File: src/rtl/if_stage_if.sv
// Instruction-memory fetch port shared by the fetch stage (master) and the memory (slave).
interface if_stage_if;
  // req/ready: a fetch completes on a rising edge where req && ready; req may drop or addr change while ready=0
  logic        req;
  logic [31:0] addr;
  logic        ready;
  logic [31:0] rdata;

  modport master (output req, output addr, input ready, input rdata);
  modport slave  (input req, input addr, output ready, output rdata);
endinterface

File: src/rtl/if_stage.sv
// Instruction-fetch stage: owns the PC, fetches from instruction memory through a one-entry
// skid buffer, and holds the IF/ID pipeline register with stall, flush and redirect handling.
module if_stage #(
  parameter logic [31:0] RESET_PC = 32'h0000_0000
) (
  input  logic        clk,
  input  logic        rst_n,
  input  logic        stall,
  input  logic        flush,
  input  logic        redirect,
  input  logic [31:0] redirect_pc,
  if_stage_if.master  imem,
  output logic [31:0] pc,
  output logic        ifid_valid,
  output logic [31:0] ifid_instr,
  output logic [31:0] ifid_pc4,
  output logic [5:0]  ifid_opcode,
  output logic [5:0]  ifid_func,
  output logic        state_dbg
);

  typedef enum logic {
    FETCH = 1'b0,
    HELD  = 1'b1
  } state_t;

  state_t      state, state_n;
  logic [31:0] pc_n;
  logic [31:0] skid_instr, skid_instr_n;
  logic [31:0] skid_pc, skid_pc_n;
  logic        ifid_valid_n;
  logic [31:0] ifid_instr_n, ifid_pc4_n;
  logic        hs;
  logic        unused_redirect_lsbs;

  assign unused_redirect_lsbs = ^redirect_pc[1:0];

  assign imem.req    = rst_n && (state == FETCH);
  assign imem.addr   = pc;
  assign hs          = imem.req && imem.ready;
  assign ifid_opcode = ifid_instr[31:26];
  assign ifid_func   = ifid_instr[5:0];
  assign state_dbg   = state;

  always_ff @(posedge clk or negedge rst_n) begin
    if (!rst_n) begin
      state      <= FETCH;
      pc         <= RESET_PC;
      skid_instr <= 32'h0;
      skid_pc    <= 32'h0;
      ifid_valid <= 1'b0;
      ifid_instr <= 32'h0;
      ifid_pc4   <= 32'h0;
    end else begin
      state      <= state_n;
      pc         <= pc_n;
      skid_instr <= skid_instr_n;
      skid_pc    <= skid_pc_n;
      ifid_valid <= ifid_valid_n;
      ifid_instr <= ifid_instr_n;
      ifid_pc4   <= ifid_pc4_n;
    end
  end

  always_comb begin
    state_n      = state;
    pc_n         = pc;
    skid_instr_n = skid_instr;
    skid_pc_n    = skid_pc;
    ifid_valid_n = ifid_valid;
    ifid_instr_n = ifid_instr;
    ifid_pc4_n   = ifid_pc4;

    // A redirect discards both a completing fetch and a held instruction.
    if (redirect) begin
      pc_n    = {redirect_pc[31:2], 2'b00};
      state_n = FETCH;
    end else begin
      case (state)
        FETCH: begin
          if (hs) begin
            pc_n = pc + 32'd4;
            if (stall) begin
              state_n      = HELD;
              skid_instr_n = imem.rdata;
              skid_pc_n    = pc;
            end
          end
        end
        HELD: begin
          if (!stall) state_n = FETCH;
        end
      endcase
    end

    if (flush || (!stall && (redirect || (state == FETCH && !hs)))) begin
      ifid_valid_n = 1'b0;
      ifid_instr_n = 32'h0;
      ifid_pc4_n   = 32'h0;
    end else if (!stall) begin
      ifid_valid_n = 1'b1;
      if (state == HELD) begin
        ifid_instr_n = skid_instr;
        ifid_pc4_n   = skid_pc + 32'd4;
      end else begin
        ifid_instr_n = imem.rdata;
        ifid_pc4_n   = pc + 32'd4;
      end
    end
  end

endmodule

File: src/flat_wrapper.sv
// flat-port wrapper written by rule: the top's interface ports become plain ports
module if_stage_flat 
#(
  parameter logic [31:0] RESET_PC = 32'h0000_0000
)
  (clk, rst_n, stall, flush, redirect, redirect_pc, pc, ifid_valid, ifid_instr, ifid_pc4, ifid_opcode, ifid_func, state_dbg, imem_req, imem_addr, imem_ready, imem_rdata);
  if_stage_if imem_i ();
  input  logic clk;
  input  logic rst_n;
  input  logic stall;
  input  logic flush;
  input  logic redirect;
  input  logic [31:0] redirect_pc;
  output logic [31:0] pc;
  output logic ifid_valid;
  output logic [31:0] ifid_instr;
  output logic [31:0] ifid_pc4;
  output logic [5:0] ifid_opcode;
  output logic [5:0] ifid_func;
  output logic state_dbg;
  output wire logic [$bits(imem_i.req)-1:0] imem_req;
  output wire logic [$bits(imem_i.addr)-1:0] imem_addr;
  input wire logic [$bits(imem_i.ready)-1:0] imem_ready;
  input wire logic [$bits(imem_i.rdata)-1:0] imem_rdata;
  assign imem_req = imem_i.req;
  assign imem_addr = imem_i.addr;
  assign imem_i.ready = imem_ready;
  assign imem_i.rdata = imem_rdata;
  if_stage #(.RESET_PC(RESET_PC)) u_core (.clk(clk), .rst_n(rst_n), .stall(stall), .flush(flush), .redirect(redirect), .redirect_pc(redirect_pc), .imem(imem_i), .pc(pc), .ifid_valid(ifid_valid), .ifid_instr(ifid_instr), .ifid_pc4(ifid_pc4), .ifid_opcode(ifid_opcode), .ifid_func(ifid_func), .state_dbg(state_dbg));
endmodule
File: config.mk
export PLATFORM = sky130hd
export DESIGN_NAME = if_stage_flat
export DESIGN_NICKNAME = d
export VERILOG_FILES = /design/src/rtl/if_stage_if.sv /design/src/rtl/if_stage.sv /design/src/flat_wrapper.sv
export SDC_FILE = /design/constraint.sdc
export NUM_CORES = 1
export LEC_CHECK = 0
export CORE_MARGIN = 2
export CORE_UTILIZATION = 25
export DETAILED_ROUTE_END_ITERATION = 7
export GPL_ROUTABILITY_DRIVEN = 0
export SLEW_MARGIN = 0
export SYNTH_ARGS = -nofsm -noshare
export SYNTH_HDL_FRONTEND = slang
export SYNTH_SLANG_ARGS = --single-unit
File: constraint.sdc
create_clock -name clk -period 4.9 [get_ports clk]
set_input_delay 0.98 -clock clk [delete_from_list [all_inputs] [get_ports clk]]
set_output_delay 0.98 -clock clk [all_outputs]
set_load 0.05 [all_outputs]
# After elaboration in Yosys (flattened, before gate mapping)
# Cells that the tools add are included.
dict set report word_totals {
  mem_bits_rw 0
  latch_bits 0
  rom_bits 0
  ff_bits 162
  inputBits 70
  mem_count 0
  wordCells 39
}
dict set report classes {
  muxes 15
  n_bitwise 2
  n_lt_le_gt_ge 0
  reduce_logical 11
  n_addsub 2
  div 0
  mul 0
  eq_ne 2
  shift 0
}
# operator count
set op_table {}
lappend op_table {{$mux 32} 9}
lappend op_table {{$add 32x3->32 const B} 2}
lappend op_table {{$mux 1} 5}
lappend op_table {{$logic_and 1x1->1} 4}
lappend op_table {{$reduce_and 4->1} 1}
lappend op_table {{$logic_not 1->1} 2}
lappend op_table {{$logic_or 1x1->1} 2}
lappend op_table {{$ne 2x1->1 const B} 1}
lappend op_table {{$ne 2x2->1 const B} 1}
lappend op_table {{$not 1->1} 2}
lappend op_table {{$pmux 1 s2} 1}
lappend op_table {{$reduce_and 2->1} 1}
lappend op_table {{$reduce_bool 2->1} 1}

# Logic depth before layout (Yosys ltp)
# Gate-level depths: netlist of the first run.
dict set report depth {
  depth_word 9
  depth_mapped 8
  depth_no_buf 6
}

# Worst setup path after synthesis of the first run
# Ideal clock, no wire load.
dict set report synth_timing {
  path_type {register to output}
  startpoint {register u_core.state, in the netlist u_core.state_dbg}
  endpoint {output imem_req}
  t_required_ns 3.920
  path_stages_with_launch 4
  slack_ns 2.062
  arrival_ns 1.858
  path_cell_list {dfrtp_1 > buf_1 > buf_1 > nor2b_1}
}
dict set report synth_between {
  elab_chain_len 2
}
# element line_no
set synth_rtl {}
lappend synth_rtl {{start, declared} if_stage.sv:27} ;# state_t state, state_n;
lappend synth_rtl {{start signal, assigned} if_stage.sv:55} ;# state <= state_n;
lappend synth_rtl {{$not 1->1 (no line)} -}
lappend synth_rtl {{$logic_and 1x1->1} if_stage.sv:38} ;# assign imem.req = rst_n && (state == FETCH);
lappend synth_rtl {{end, declared} flat_wrapper.sv:21} ;# output wire logic [$bits(imem_i.req)-1:0] imem_req;
# Every way passes these cells.

# Worst setup path in the final report of the first run
dict set report layout_timing {
  startpoint {input rst_n}
  endpoint {output imem_req}
}
dict set report layout_between {
  elab_chain_len 1
}
# element line_no
set layout_rtl {}
lappend layout_rtl {{start, declared} flat_wrapper.sv:9} ;# input logic rst_n;
lappend layout_rtl {{$logic_and 1x1->1} if_stage.sv:38}
# Every way passes these cells.

==> metrics.md, run 1 <==
| Metric | Value |
|---|---|
| Die span in y | `186 um` |
| Final total negative setup slack | `0 ps` |
| Post-CTS Resized | `0` |
| Detailed placer's ending HPWL | `about 16,000 um` |
| Path category of the worst min-delay check | `input pin to asynchronous set/reset pin` |
| Remaining number of nets flagged by the antenna check after routing | `0` |
| Share of post-route cells with drive strength above 1 | `11.5%` |
| Number of buffers and inverters on the critical path | `2` |
| Run status | `completed` |
| Placed Instances | `between 1k and 1.5k` |
| H-Tree Depth | `4` |
| Cell Count, Final, Fillers Out | `1,413` |
| Number of synthesized flops with an enable pin | `0` |
| Hold-fix buffers, CTS | `0` |
| Setup CP Type | `input pin to primary output` |
| Most common cell after layout, fill and taps aside | `clkdlybuf4s50_1` |
| Die width | `186 um` |
| Overall global routing resource usage | `between 10% and 20%` |
| Area Growth Syn to Fin | `33.8%` |
| Actual slew at the worst max-slew pin | `1090 ps` |
| Reported leakage power | `approximately 4.3 nW` |
| Peak per-stage delay on the critical path | `roughly 800 ps` |
| Proportion of synthesized flip-flops having asynchronous set or reset | `100%` |
| Global-route track usage on met3 | `2.03%` |
| Clock tree from TritonCTS | `yes` |
| Number of buffers created by CTS | `17` |
| Yosys warnings | `0` |
| Clock Pin Slew Worst Setup and Hold Paths | `roughly 60 ps` |
| Core Box Area | `32,500 um2` |
| Top cells by area in the synthesized netlist | `dfrtp_1 (47%), mux2_2 (7.8%), xnor2_1 (5.9%), nand2_1 (5.4%), o21ai_0 (4.9%)` |
| Wire length of the first global-routing pass | `between 30,000 and 40,000 um` |
| Max clock buf depth | `2` |
| ANT cells | `0` |
| Critical Path End Type | `primary output` |
| Clock root buffer master | `clkbuf_16` |
| Share of synthesized cell area in and, or, nand and nor gates | `between 10% and 20%` |
| Pin count of the biggest net entering global routing | `79` |
| Share of the yosys chip area belonging to registers | `47.2%` |
| TritonRoute pass-1 iters | `5` |
| Vias after detailed routing | `approximately 6.5k` |
| Power density of the placed cells | `353 nW/um2` |
| Initial antenna violation count | `0` |
| Via density per instance | `around 4.6` |
| Portion of synthesized cell area occupied by the leading cell type | `47.2%` |
| Final global-route overflow total | `0` |
| Met2 Resource Use GR | `22.7%` |
| Synth area leader | `dfrtp_1` |
| Total power draw | `roughly 3.9 mW` |
| Number of max-capacitance violations reported | `0` |
| Multiplexer area fraction after synthesis | `12.6%` |
| Clock net sink count | `156` |
| Post-layout minimum cycle time | `roughly 3200 ps` |
| Highest ir drop seen on vdd | `between 0.0002 and 0.00025 V` |
| Cells traversed along the worst timing path | `buf_6 -> nor2b_1 -> clkdlybuf4s50_1` |
| Wirelength, routed | `23,200 um` |
| Compound-cell area share of the yosys netlist | `around 8.5%` |
| Worst slack on hold paths | `416 ps` |
| Synth Cell Area | `slightly above 8000 um2` |
| Per-cell routed wire length | `16.4 um` |
| Cell Rows | `66` |
| Die area | `around 35,000 um2` |
| Initial cell density of the core | `25.4%` |
| Most heavily used metal layer in global routing | `met2` |
| Synth Area in XOR/XNOR | `8.04%` |
| Drt first-iter violations | `468` |
| Count of pins on the block boundary | `213` |
| Hold violation count in the final report | `0` |
| Delay-heaviest family, CP | `buffers and inverters` |
| Distinct cell type count of the synthesized netlist | `50` |
| Max Fanout on Critical Path | `29` |
| Tcrit/Tclk final | `around two thirds` |
| Met1 usage in global routing | `a little under a fifth` |
| Register bit total from synthesis | `~160` |
| Mean post-synth cell area | `10.1 um2` |
| Fmax | `314 MHz` |
| Flip-flop cell with the highest count after synthesis | `dfrtp_1` |
| Final clock skew | `12.0 ps` |
| Insertion delay to the later sink of the worst-skew pair | `420 ps` |
| Worst rel slew slack | `between 20% and 30%` |
| Post-synthesis share of cell area spent on full adders, half adders and majority gates | `0.302%` |
| Final Max Slew Viols | `0` |
| Startpoint class of the critical path | `input pin` |
| RSZ-0062 raised after global routing | `no` |
| Main combinational cell family by area after synthesis | `simple AND/OR/NAND/NOR gates` |
| Number of buffers added for setup after CTS | `0` |
| Number of nets in the layout | `1,030` |
| DRC violation count after routing | `0` |
| Number of port buffers | `204` |
| Worst path arrival time | `2200 ps` |
| Synthesized netlist cell count | `821` |
| Most used cells in the layout excluding fill and tap cells | `clkdlybuf4s50_1 (202), dfrtp_1 (155), nand2_1 (118), o21ai_0 (81), mux2_2 (57)` |
| Crit path max-delay cell type | `clkdlybuf4s50_1` |
| Core Util, Final | `34.0%` |
| Final setup viols | `0` |
| Number of global-route vias before repair | `6,429` |
| Worst endpoint required time | `3920 ps` |
path summary, 6_finish.rpt:
path	from	end	slack, ps	depth (start not counted)
worst min-delay path	rst_n	u_core.imem.addr[4]	420	1
min in group clk	u_core.ifid_instr[18]	u_core.ifid_instr[18]	480	2
worst min register to register	u_core.ifid_instr[18]	u_core.ifid_instr[18]	480	2
worst max-delay path	rst_n	imem_req	1720	3
worst max register to register	u_core.imem.addr[2]	u_core.ifid_pc4[21]	2280	5
max in group asynchronous	rst_n	u_core.ifid_pc4[31]	3170	2
where the power goes:
group / internal, mW / switching, mW
sequential: 1.44 / 0.184
combinational: 0.324 / 0.426
clock: 0.977 / 0.564
total: 2.74 / 1.18
logic make-up after synthesis:
family	Yosys count
AOI/OAI and AO/OA	120
xor gates and xnor gates	76
adders and majority gates	2
buffers and inverters	110
DFF	156
muxes	97
other	1
and+or+nand+nor	259
metal layers:
metal  vias up  share of wire [%]  wire length (um)
met1      3165                 46             10700
met5         -                  0                 0
met3        12                4.0               939
met2       184                 49             11400
met4         0               0.86               199
li1       3100                  -                 -
worst register-to-register path: stages (launching register included):
cell     delay (ps)
dfrtp_1         580
and4_1          370
nand3_1         560
or4_1           680
a21oi_1         220
a221o_1         140
Yosys cell counts (3+ instances only):
| library cell | number |
|---|---|
| clkbuf_1 | 30 |
| nand3_1 | 20 |
| nor2_1 | 28 |
| buf_4 | 50 |
| nor4_1 | 10 |
| mux2_2 | 57 |
| and2_1 | 4 |
| a22oi_1 | 3 |
| a31oi_1 | 5 |
| a21oi_1 | 5 |
| dfrtp_1 | 156 |
| nand4_1 | 21 |
| and4_1 | 7 |
| mux2i_1 | 40 |
| nand2b_1 | 3 |
| a221o_1 | 6 |
| buf_1 | 10 |
| xnor2_1 | 56 |
| buf_2 | 8 |
| or4_1 | 3 |
| o221ai_1 | 8 |
| and3_1 | 9 |
| inv_1 | 9 |
| o211ai_1 | 3 |
| nand2_1 | 118 |
| o21ai_1 | 3 |
| nor3_1 | 19 |
| xor2_1 | 20 |
| clkbuf_2 | 3 |
| o21ai_0 | 81 |
metrics by stage:
step / area, um2 / setup WS (ps)
finish: 11100 / 1720
global route: 11100 / 1620
CTS: 11100 / 1700
detailed placement: 10400 / 1440
global placement: 10400 / 1480
floorplan: 8300 / 2060
flip-flops by register name (all words and copies together), names as in the netlist:
register           flops
u_core.state_dbg       1
u_core.imem.addr      30
u_core.ifid_instr     32
u_core.ifid_valid      1
u_core.skid_pc        30
u_core.ifid_pc4       30
u_core.skid_instr     32
area by class of cell:
cell class              instances  area, um2
fillers                      3350      21500
flip-flops and latches        156       3910
multi-input cells             560       3790
repair buffers                214       2110
well taps                     442        553
clock buffers                  19        443
clock inverters                13        236
inverters                       9       33.8
Note: power is estimated with default switching activity, not from simulation.
==> run 2: changes to the inputs <==
Clock period 4.9 ns to 3.1 ns, I/O delays scaled along.
==> run 2 against run 1 <==
Clock skew up 4.7 ps. Die area stayed put. Sequential cell count is the same. Cell count up 0.78%.
==> metrics.md, run 2 (same netlist as run 1, synthesis figures left out) <==
| Metric | Value |
|---|---|
| Final Max Slew Viols | `0` |
| Worst path arrival time | `between 2000 and 2500 ps` |
| Placed Instances | `1,391` |
| Max Fanout on Critical Path | `6` |
| Power density of the placed cells | `542 nW/um2` |
| Post-Place Cell Area | `approximately 10,000 um2` |
| Core Box Area | `32,500 um2` |
| Cell Count, Final, Fillers Out | `1,424` |
| Leading registers by flop count | `u_core.ifid_instr x32, u_core.skid_instr x32` |
| Pin count of the biggest net entering global routing | `about 160` |
| Initial cell density of the core | `25.4%` |
| ANT cells | `0` |
| Fmax | `345 MHz` |
| Worst endpoint required time | `2480 ps` |
| Number of buffers created by CTS | `17` |
| Share of post-route cells with drive strength above 1 | `12.5%` |
| Cell Rows | `66` |
| Pre-CTS WS | `529 ps` |
| Path category of the worst min-delay check | `input pin to flop` |
| Hold wc startpoint | `redirect` |
| Reported leakage power | `4.33 nW` |
| Max clock buf depth | `2` |
| H-Tree Depth | `4` |
| Peak per-stage delay on the critical path | `810 ps` |
| Core Util, Final | `between 30% and 40%` |
| Clock net sink count | `around 160` |
| Tcrit/Tclk final | `93.5%` |
| Run status | `completed` |
| Register-to-register path setup slack | `690 ps` |
| Destination of the critical timing path | `imem_req` |
| Vias after detailed routing | `6,486` |
| DRC violation count after routing | `0` |
| Number of max-capacitance violations reported | `0` |
| Area Growth Syn to Fin | `34.5%` |
| Die width | `186 um` |
| Sequential cell area | `3910 um2` |
| Setup CP Type | `input pin to primary output` |
| Worst Setup Slack, final | `around 200 ps` |
| Final global-route overflow total | `0` |
| Most common cell after layout, fill and taps aside | `clkdlybuf4s50_1` |
| Final total negative setup slack | `0 ps` |
| Overall global routing resource usage | `between 10% and 20%` |
| Crit. Startpoint | `rst_n` |
| Actual slew at the worst max-slew pin | `833 ps` |
| Per-cell routed wire length | `16.5 um` |
| TritonRoute pass-1 iters | `7` |
| Die span in y | `186 um` |
| Number of buffers and inverters on the critical path | `3` |
| Cells traversed along the worst timing path | `dlygate4sd3_1 -> buf_6 -> nor2b_1 -> clkdlybuf4s50_1` |
| Remaining number of nets flagged by the antenna check after routing | `0` |
| Clock Pin Slew Worst Setup and Hold Paths | `70 ps` |
| Number of port buffers | `a little over 200` |
| Startpoint class of the critical path | `input pin` |
| Highest ir drop seen on vdd | `0.000375 V` |
| Via density per instance | `roughly 4.6` |
| Worst rel slew slack | `44.5%` |
| Final-layout fill cell count | `3,362` |
| Final setup viols | `0` |
| Clock tree from TritonCTS | `yes` |
| Post-layout minimum cycle time | `2900 ps` |
| Count of pins on the block boundary | `around 210` |
| Most used cells in the layout excluding fill and tap cells | `clkdlybuf4s50_1 (202), dfrtp_1 (155), nand2_1 (118), o21ai_0 (81), mux2_2 (57)` |
| Wirelength, routed | `23,400 um` |
| Layout Cell Area excl Fill | `around 11,000 um2` |
| Clock root buffer master | `clkbuf_16` |
| Initial antenna violation count | `0` |
| Register-to-Register Path Depth | `5` |
| Hold violation count in the final report | `0` |
| Critical Path End Type | `primary output` |
| End of the worst register-to-register path | `u_core.ifid_pc4[31]` |
| Crit path max-delay cell type | `clkdlybuf4s50_1` |
| Wire length of the first global-routing pass | `roughly 37,000 um` |
| Detailed placer's ending HPWL | `16,200 um` |
| CP Depth | `4` |
| Number of nets in the layout | `1,041` |
| Delay-heaviest family, CP | `buffers and inverters` |
| Die area | `between 30,000 and 40,000 um2` |
| RSZ-0062 raised after global routing | `no` |
| Number of buffers added for setup after CTS | `0` |
| Insertion delay to the later sink of the worst-skew pair | `440 ps` |
| Drt first-iter violations | `342` |
| Number of global-route vias before repair | `6,523` |
| Area of the multi-input gates | `between 3000 and 4000 um2` |
| Startpoint of the lowest-slack register-to-register path | `u_core.imem.addr[13]` |
| Final clock skew | `approximately 17 ps` |
==> run 2: per-stage QoR <==
| step | hold WS, ps | total power [mW] |
|---|---|---|
| finish | 389 | 6.04 |
| floorplan | 324 | 3.38 |
| CTS | 361 | 6.11 |
| global placement | 415 | 3.77 |
| global route | 376 | 6.29 |
| detailed placement | 415 | 3.80 |
==> run 2: layout make-up <==
class                           instances  area share (%)
Clock inverter                         15            1.80
Clock buffer                           17            3.82
Timing Repair Buffer                  225            20.0
Sequential cell                       156            35.1
Multi-Input combinational cell        560            34.1
Tap cell                              442            4.97
Inverter                                9           0.303
==> run 2: worst min-delay path by stage <==
stage	to	slack, ps	depth (start not counted)
global placement	u_core.state_dbg	410	1
global route	u_core.state_dbg	380	2
detailed placement	u_core.state_dbg	410	1
finish	u_core.state_dbg	390	2
floorplan	u_core.ifid_instr[0]	320	0
CTS	u_core.state_dbg	360	2
==> run 2: timing repair <==
action,in CTS,in global routing
hold endpoints to repair,1,0
hold buffers,1,0
gates resized for setup,0,0
setup endpoints to repair,0,0
==> run 2: routing by layer <==
metal	global-route usage, %	up-vias	wire length (um)
met3	2.47	31	1010
met4	5.51	0	462
met2	22.4	186	11200
met5	0	-	0
li1	-	3117	-
met1	18.2	3152	10800
==> run 2: power by group <==
part	internal (mW)	leakage, nW	switching [mW]
combinational	0.520	2.02	0.683
clock	1.30	0.305	0.973
sequential	2.27	2.01	0.289
total	4.09	4.33	1.95
==> run 3: changes to the inputs <==
Settings changed: CTS_CLUSTER_DIAMETER from default to 150.
==> results of run 3 <==
Final layout, timing and power as in run 2 (identical DEF).
